**config.mk**
```make
export PLATFORM = sky130hd
export DESIGN_NAME = fifo_rd_ctrl
export DESIGN_NICKNAME = d
export VERILOG_FILES = /design/src/rtl/fifo_pkg.sv /design/src/rtl/sync_w2r.sv /design/src/rtl/fifo_rd_ctrl.sv
export SDC_FILE = /design/constraint.sdc
export NUM_CORES = 1
export LEC_CHECK = 0
export CAP_MARGIN = 20
export CORE_MARGIN = 2
export CORE_UTILIZATION = 42
export DETAILED_ROUTE_END_ITERATION = 7
export GPL_ROUTABILITY_DRIVEN = 0
export HOLD_SLACK_MARGIN = 0.12
export PLACE_DENSITY_LB_ADDON = 0.05
export RECOVER_POWER = 25
export SYNTH_ARGS = -nofsm -noshare
export SYNTH_HDL_FRONTEND = slang
export SYNTH_HIERARCHICAL = 1
export SYNTH_SLANG_ARGS = --single-unit
export TNS_END_PERCENT = 100
```
**constraint.sdc**
```tcl
create_clock -name rclk -period 2.1 [get_ports rclk]
set_clock_uncertainty 0.05 [all_clocks]
set_input_delay 0.42 -clock rclk [delete_from_list [all_inputs] [get_ports rclk]]
set_output_delay 0.42 -clock rclk [all_outputs]
set_load 0.1 [all_outputs]
```
**src/rtl/fifo_pkg.sv**
```systemverilog
// Shared dual-clock FIFO definitions: default geometry and Gray/binary conversion,
// used by both the read-side and write-side pointer controllers.
package fifo_pkg;

    localparam int unsigned DEF_ASIZE       = 4;
    localparam int unsigned DEF_SYNC_STAGES = 2;

    // Conversions operate on a fixed 32-bit container; callers zero-extend their
    // pointer into it and truncate the result, which is exact for any width <= 32.
    localparam int unsigned FUNC_W = 32;

    function automatic logic [FUNC_W-1:0] bin2gray(input logic [FUNC_W-1:0] b);
        return b ^ (b >> 1);
    endfunction

    function automatic logic [FUNC_W-1:0] gray2bin(input logic [FUNC_W-1:0] g);
        logic [FUNC_W-1:0] b;
        b[FUNC_W-1] = g[FUNC_W-1];
        for (int i = FUNC_W - 2; i >= 0; i--) begin
            b[i] = b[i+1] ^ g[i];
        end
        return b;
    endfunction

endpackage

```
**src/rtl/sync_w2r.sv**
```systemverilog
// N-stage synchronizer carrying the write-domain Gray pointer into the read clock.
// Pure flop chain: every bit sees the same number of stages, no logic in between.
module sync_w2r #(
    parameter int unsigned W      = 5,
    parameter int unsigned STAGES = 2
) (
    input  logic         rclk,
    input  logic         rrst,
    input  logic [W-1:0] d,
    output logic [W-1:0] q
);

    logic [W-1:0] stage [STAGES];

    always_ff @(posedge rclk or posedge rrst) begin
        if (rrst) begin
            for (int i = 0; i < int'(STAGES); i++) begin
                stage[i] <= '0;
            end
        end else begin
            stage[0] <= d;
            for (int i = 1; i < int'(STAGES); i++) begin
                stage[i] <= stage[i-1];
            end
        end
    end

    assign q = stage[STAGES-1];

endmodule

```
**src/rtl/fifo_rd_ctrl.sv**
```systemverilog
// Read-domain pointer/empty controller for the dual-clock FIFO.
// Optional registered occupancy output rlevel is enabled with FIFO_RD_LEVEL_EN.
module fifo_rd_ctrl
    import fifo_pkg::*;
#(
    parameter int unsigned ASIZE       = DEF_ASIZE,
    parameter int unsigned SYNC_STAGES = DEF_SYNC_STAGES
) (
    input  logic             rclk,
    input  logic             rrst,
    input  logic [ASIZE:0]   wptr,
    input  logic             rinc,
    output logic [ASIZE-1:0] raddr,
    output logic [ASIZE:0]   rptr,
    output logic             rempty,
    output logic             rerr
`ifdef FIFO_RD_LEVEL_EN
    ,
    output logic [ASIZE:0]   rlevel
`endif
);

    localparam int unsigned PW = ASIZE + 1;

    logic [PW-1:0] rq_wptr;
    logic [PW-1:0] rbin;
    logic [PW-1:0] rbin_next;
    logic [PW-1:0] rgray_next;
    logic          pop;

    sync_w2r #(
        .W      (PW),
        .STAGES (SYNC_STAGES)
    ) u_sync_w2r (
        .rclk (rclk),
        .rrst (rrst),
        .d    (wptr),
        .q    (rq_wptr)
    );

    // Popping an empty FIFO is blocked here and flagged as underflow below.
    always_comb begin
        pop        = rinc & ~rempty;
        rbin_next  = rbin + PW'(pop);
        rgray_next = PW'(bin2gray(FUNC_W'(rbin_next)));
    end

    // Empty compares the full pointer width, so the wrap bit keeps full from aliasing empty.
    always_ff @(posedge rclk or posedge rrst) begin
        if (rrst) begin
            rbin   <= '0;
            rptr   <= '0;
            raddr  <= '0;
            rempty <= 1'b1;
            rerr   <= 1'b0;
        end else begin
            rbin   <= rbin_next;
            rptr   <= rgray_next;
            raddr  <= rbin_next[ASIZE-1:0];
            rempty <= (rgray_next == rq_wptr);
            rerr   <= rerr | (rinc & rempty);
        end
    end

`ifdef FIFO_RD_LEVEL_EN
    logic [PW-1:0] rq_wbin;

    always_comb begin
        rq_wbin = PW'(gray2bin(FUNC_W'(rq_wptr)));
    end

    // Uses the synchronized write pointer, so the count lags writes and never overstates.
    always_ff @(posedge rclk or posedge rrst) begin
        if (rrst) begin
            rlevel <= '0;
        end else begin
            rlevel <= rq_wbin - rbin_next;
        end
    end
`endif

endmodule

```
Yosys cells after proc, flatten, opt, wreduce, memory -nomap -nowiden

Index checks and enable logic that the tools add are counted.

Register bits: 26
Input bits: 8

$add $sub $neg: 1
Eq/ne operators: 1
Bitwise operators: 5

Operator list:

| kind                       | number |
|---|---|
| adder 5 x 1 -> 5 bit       | 1 |
| == test 5 bit              | 1 |
| bitwise XOR 5 x 4 -> 5 bit | 1 |
| bitwise AND 1 bit          | 2 |
| inverter 1 bit             | 1 |
| bitwise OR 1 bit           | 1 |

Logic depth before layout (Yosys ltp)

Depth after elaboration: 5
Mapped depth: 7
Mapped depth without buffers: 7

Cells and area by module

Netlist, hierarchy kept.

By module, submodules not included:

| module       | instances | cells an instance | area each (µm²) | seq. area each (µm²) |
|---|---|---|---|---|
| fifo_rd_ctrl | 1         | 41                | 525.5           | 276.5 |
| sync_w2r     | 1         | 16                | 291.5           | 250.2 |

Least setup slack after synthesis

Ideal clock, no wire load.

Kind: register to register
Start point: register raddr[0] (netlist name)
End point: register rempty
Library setup time: 0.088 ns
Arrival time: 2.469 ns
Required time: 1.962 ns
Path slack: -0.507 ns
Cell stages (with the launch flop): 7
Cells stage by stage: dfrtp_1 ha_1 ha_1 xor2_1 xor2_1 or3_1 a221oi_2

RTL lines:

| what                   | line               | source |
|---|---|---|
| end signal: assignment | fifo_rd_ctrl.sv:60 | `rempty <= (rgray_next == rq_wptr);` |
| end: declaration       | fifo_rd_ctrl.sv:15 | `output logic rempty,` |

Worst setup path after layout

Start point: register rempty
End point: register rempty

Word-level cells in the longest chain between the ends: 5

RTL lines:

| what                       | line               | source |
|---|---|---|
| inverter 1 bit             | fifo_rd_ctrl.sv:43 | `pop = rinc & ~rempty;` |
| bitwise AND 1 bit          | fifo_rd_ctrl.sv:43 |  |
| adder 5 x 1 -> 5 bit       | fifo_rd_ctrl.sv:44 | `rbin_next = rbin + PW'(pop);` |
| net rbin_next[2]           | fifo_rd_ctrl.sv:27 | `logic [PW-1:0] rbin_next;` |
| bitwise XOR 5 x 4 -> 5 bit | fifo_pkg.sv:13     | `return b ^ (b >> 1);` |
| == test 5 bit              | fifo_rd_ctrl.sv:60 |  |

The timed path passes the listed nets, and every way through them passes these cells.

==> results_dict.tcl <==
set metrics [dict create \
    worst-path-buf-inv 0 \
    firstDrtPassIters 2 \
    cts_num_sinks 21 \
    path_clk_slew_ps 110 \
    synth_largest_area_cell "dfrtp_1" \
    fmax_ghz 0.481 \
    finalWorstSetupSlack_ps 19.0 \
    drc 0 \
    drv_slew 0 \
    die_w_um 48.1 \
    cts_tree "done" \
    cpPeakStageDelay_ps 650 \
    antenna_found_initial 0 \
    portBuffers 18 \
    wirelength_met1_um 447 \
    post_cts_buffers 0 \
    area_delta_synth_final_pct 38.3 \
    synth_area_leaders "dfrtp_1 61%, xor2_1 6.4%, xnor2_1 5.4%" \
    core_mm2 0.00178 \
    min_period_over_period 0.991 \
    end_kind "flop" \
    relSlewSlack 0.729 \
    hold_viol_final 0 \
    timing.rr.start "rempty" \
    insertion_delay_ps 290 \
    rsz0062_at_grt "yes" \
    syn_nets 67 \
    dp_hpwl_um 923 \
    antenna_cells 0 \
    num_vias 461 \
    first_global_vias 415 \
    wl_met3_um 71 \
    final_common_cell "dfrtp_1" \
    final_layout_size_suffix_gt1_frac 0.395 \
    setup_viol 0 \
    syn_avg_cell_area_um2 14.3 \
    hold_path.class "flop to flop" \
    die_h_um 48.1 \
    cts_hold_buf 0 \
    drtAntennaViolNets 0 \
    yosys_warnings 6 \
    wl_met2_um 577 \
    outcome "complete, no violations" \
    cpMaxStageDelayCell "dfstp_4" \
    wl_per_cell_um 10.5 \
    critPathMaxFanout 3 \
    core.rowCount 15 \
    initial_utilization 0.458 \
    wl_um 1110 \
    place_ws_ps -439 \
    hold_ws_ps 309 \
    synth_top_area_frac 0.613 \
    top_layer "met4" \
    grt_usage 0.121 \
    num-nets-final 92 \
    holdCritStartpoint "u_sync_w2r/stage[8]" \
    synthCells 57 \
    cpMostUsedCell "ha_4" \
    ioPinCount 19 \
    crit_family "flip-flops" \
    cts_buffer_depth 2 \
    overflow 0 \
    drv_cap 0 \
    cts_made_buffers 3 \
    ys_types 17 \
    yosysSeqAreaShare 0.645 \
    crit_required_ps 2270 \
    htree_levels 1 \
    tightest_slew_ps 406 \
    layout_common_cells "18 x dfrtp_1, 16 x buf_4, 6 x dlygate4sd3_1" \
    finalCriticalPeriod_ps 2080 \
    design.die.area_mm2 0.00231 \
    path_class "flop to flop" \
    cp-start-kind "flop" \
    crit_start "rempty" \
    synth.cell_area_um2 817 \
    drt_iter0_drc 2 \
    ys_seq_elements 21 \
    grt_max_degree 13 \
    grt_pass1_wl_um 1800 \
    avgViaCountPerCell 4.35 \
    arrival_ps 2250 \
    cp_cell_sequence "nor2b_4 > ha_4 > ha_4 > xor2_4 > xor2_1 > or3_1 > a221oi_2" \
    clockRootBuffer "clkbuf_4" \
]
## flip-flops by register name, summed over array words and instances, names as in the netlist
name and flops:
rbin 2, u_sync_w2r/q 5, rptr 4, raddr 3, rerr 1, rempty 1, u_sync_w2r/stage 5
## timing repair
item,4_1_cts,5_1_grt
pin swaps,5,0
resized for setup,5,0
endpoints found under the setup margin,1,1
## synth_stat cells
library cell  instances
nand3_1               3
a221oi_2              1
xnor2_1               5
inv_1                 5
dfrtp_1              20
or3b_1                1
nand3b_1              1
dfstp_2               1
nand2_1               2
or3_1                 1
xnor2_2               1
a21o_1                1
xnor3_1               1
xor2_1                6
nor2b_1               1
ha_1                  2
buf_4                 5
## stage by stage
stage | util | setup TNS, ps | cells | instance area, µm²
floorplan | - | -228 | 57 | 857
global placement | 0.606 | -489 | 102 | 1080
detailed placement | 0.606 | -625 | 102 | 1080
CTS | 0.634 | 0 | 106 | 1130
global route | 0.634 | -45.7 | 106 | 1130
finish | 0.634 | 0 | 106 | 1130
## layer usage
| metal | vias to the layer above | GRT usage |
|---|---|---|
| met4 | 0 | 0.0973 |
| li1 | 225 | - |
| met1 | 219 | 0.141 |
| met3 | 2 | 0.0259 |
| met5 | - | 0 |
| met2 | 15 | 0.192 |
## cell families (layout without fill, tap and decap cells)
family,after synthesis,count (layout),synth area share
compound gates,2,2,0.0276
fa+ha+maj,2,2,0.0306
xor+xnor,13,13,0.165
simple gates,9,9,0.0628
flops,21,21,0.645
buf+inv,10,34,0.0689
## worst paths after layout
path | endpoint | slack (ps) | cells past startpoint
hold / removal | u_sync_w2r/q[3] | 310 | 0
setup reg to reg | rempty | 20 | 7
hold reg to reg | u_sync_w2r/q[3] | 310 | 0
max in group asynchronous | rempty | 1180 | 2
min in group asynchronous | u_sync_w2r/q[1] | 480 | 2
setup / recovery | rempty | 20 | 7
## layout make-up
cell class / instances / area (µm²)
fillers: 144 / 653
well taps: 25 / 31.3
clock buffers: 3 / 22.5
inverters: 5 / 18.8
flip-flops and latches: 21 / 533
multi-input cells: 26 / 290
repair buffers: 25 / 229
clock inverters: 1 / 5.00
Power is left out: the tool's default activity adds up to more than one toggle a clock period on the data nets, which glitch-free logic cannot reach.
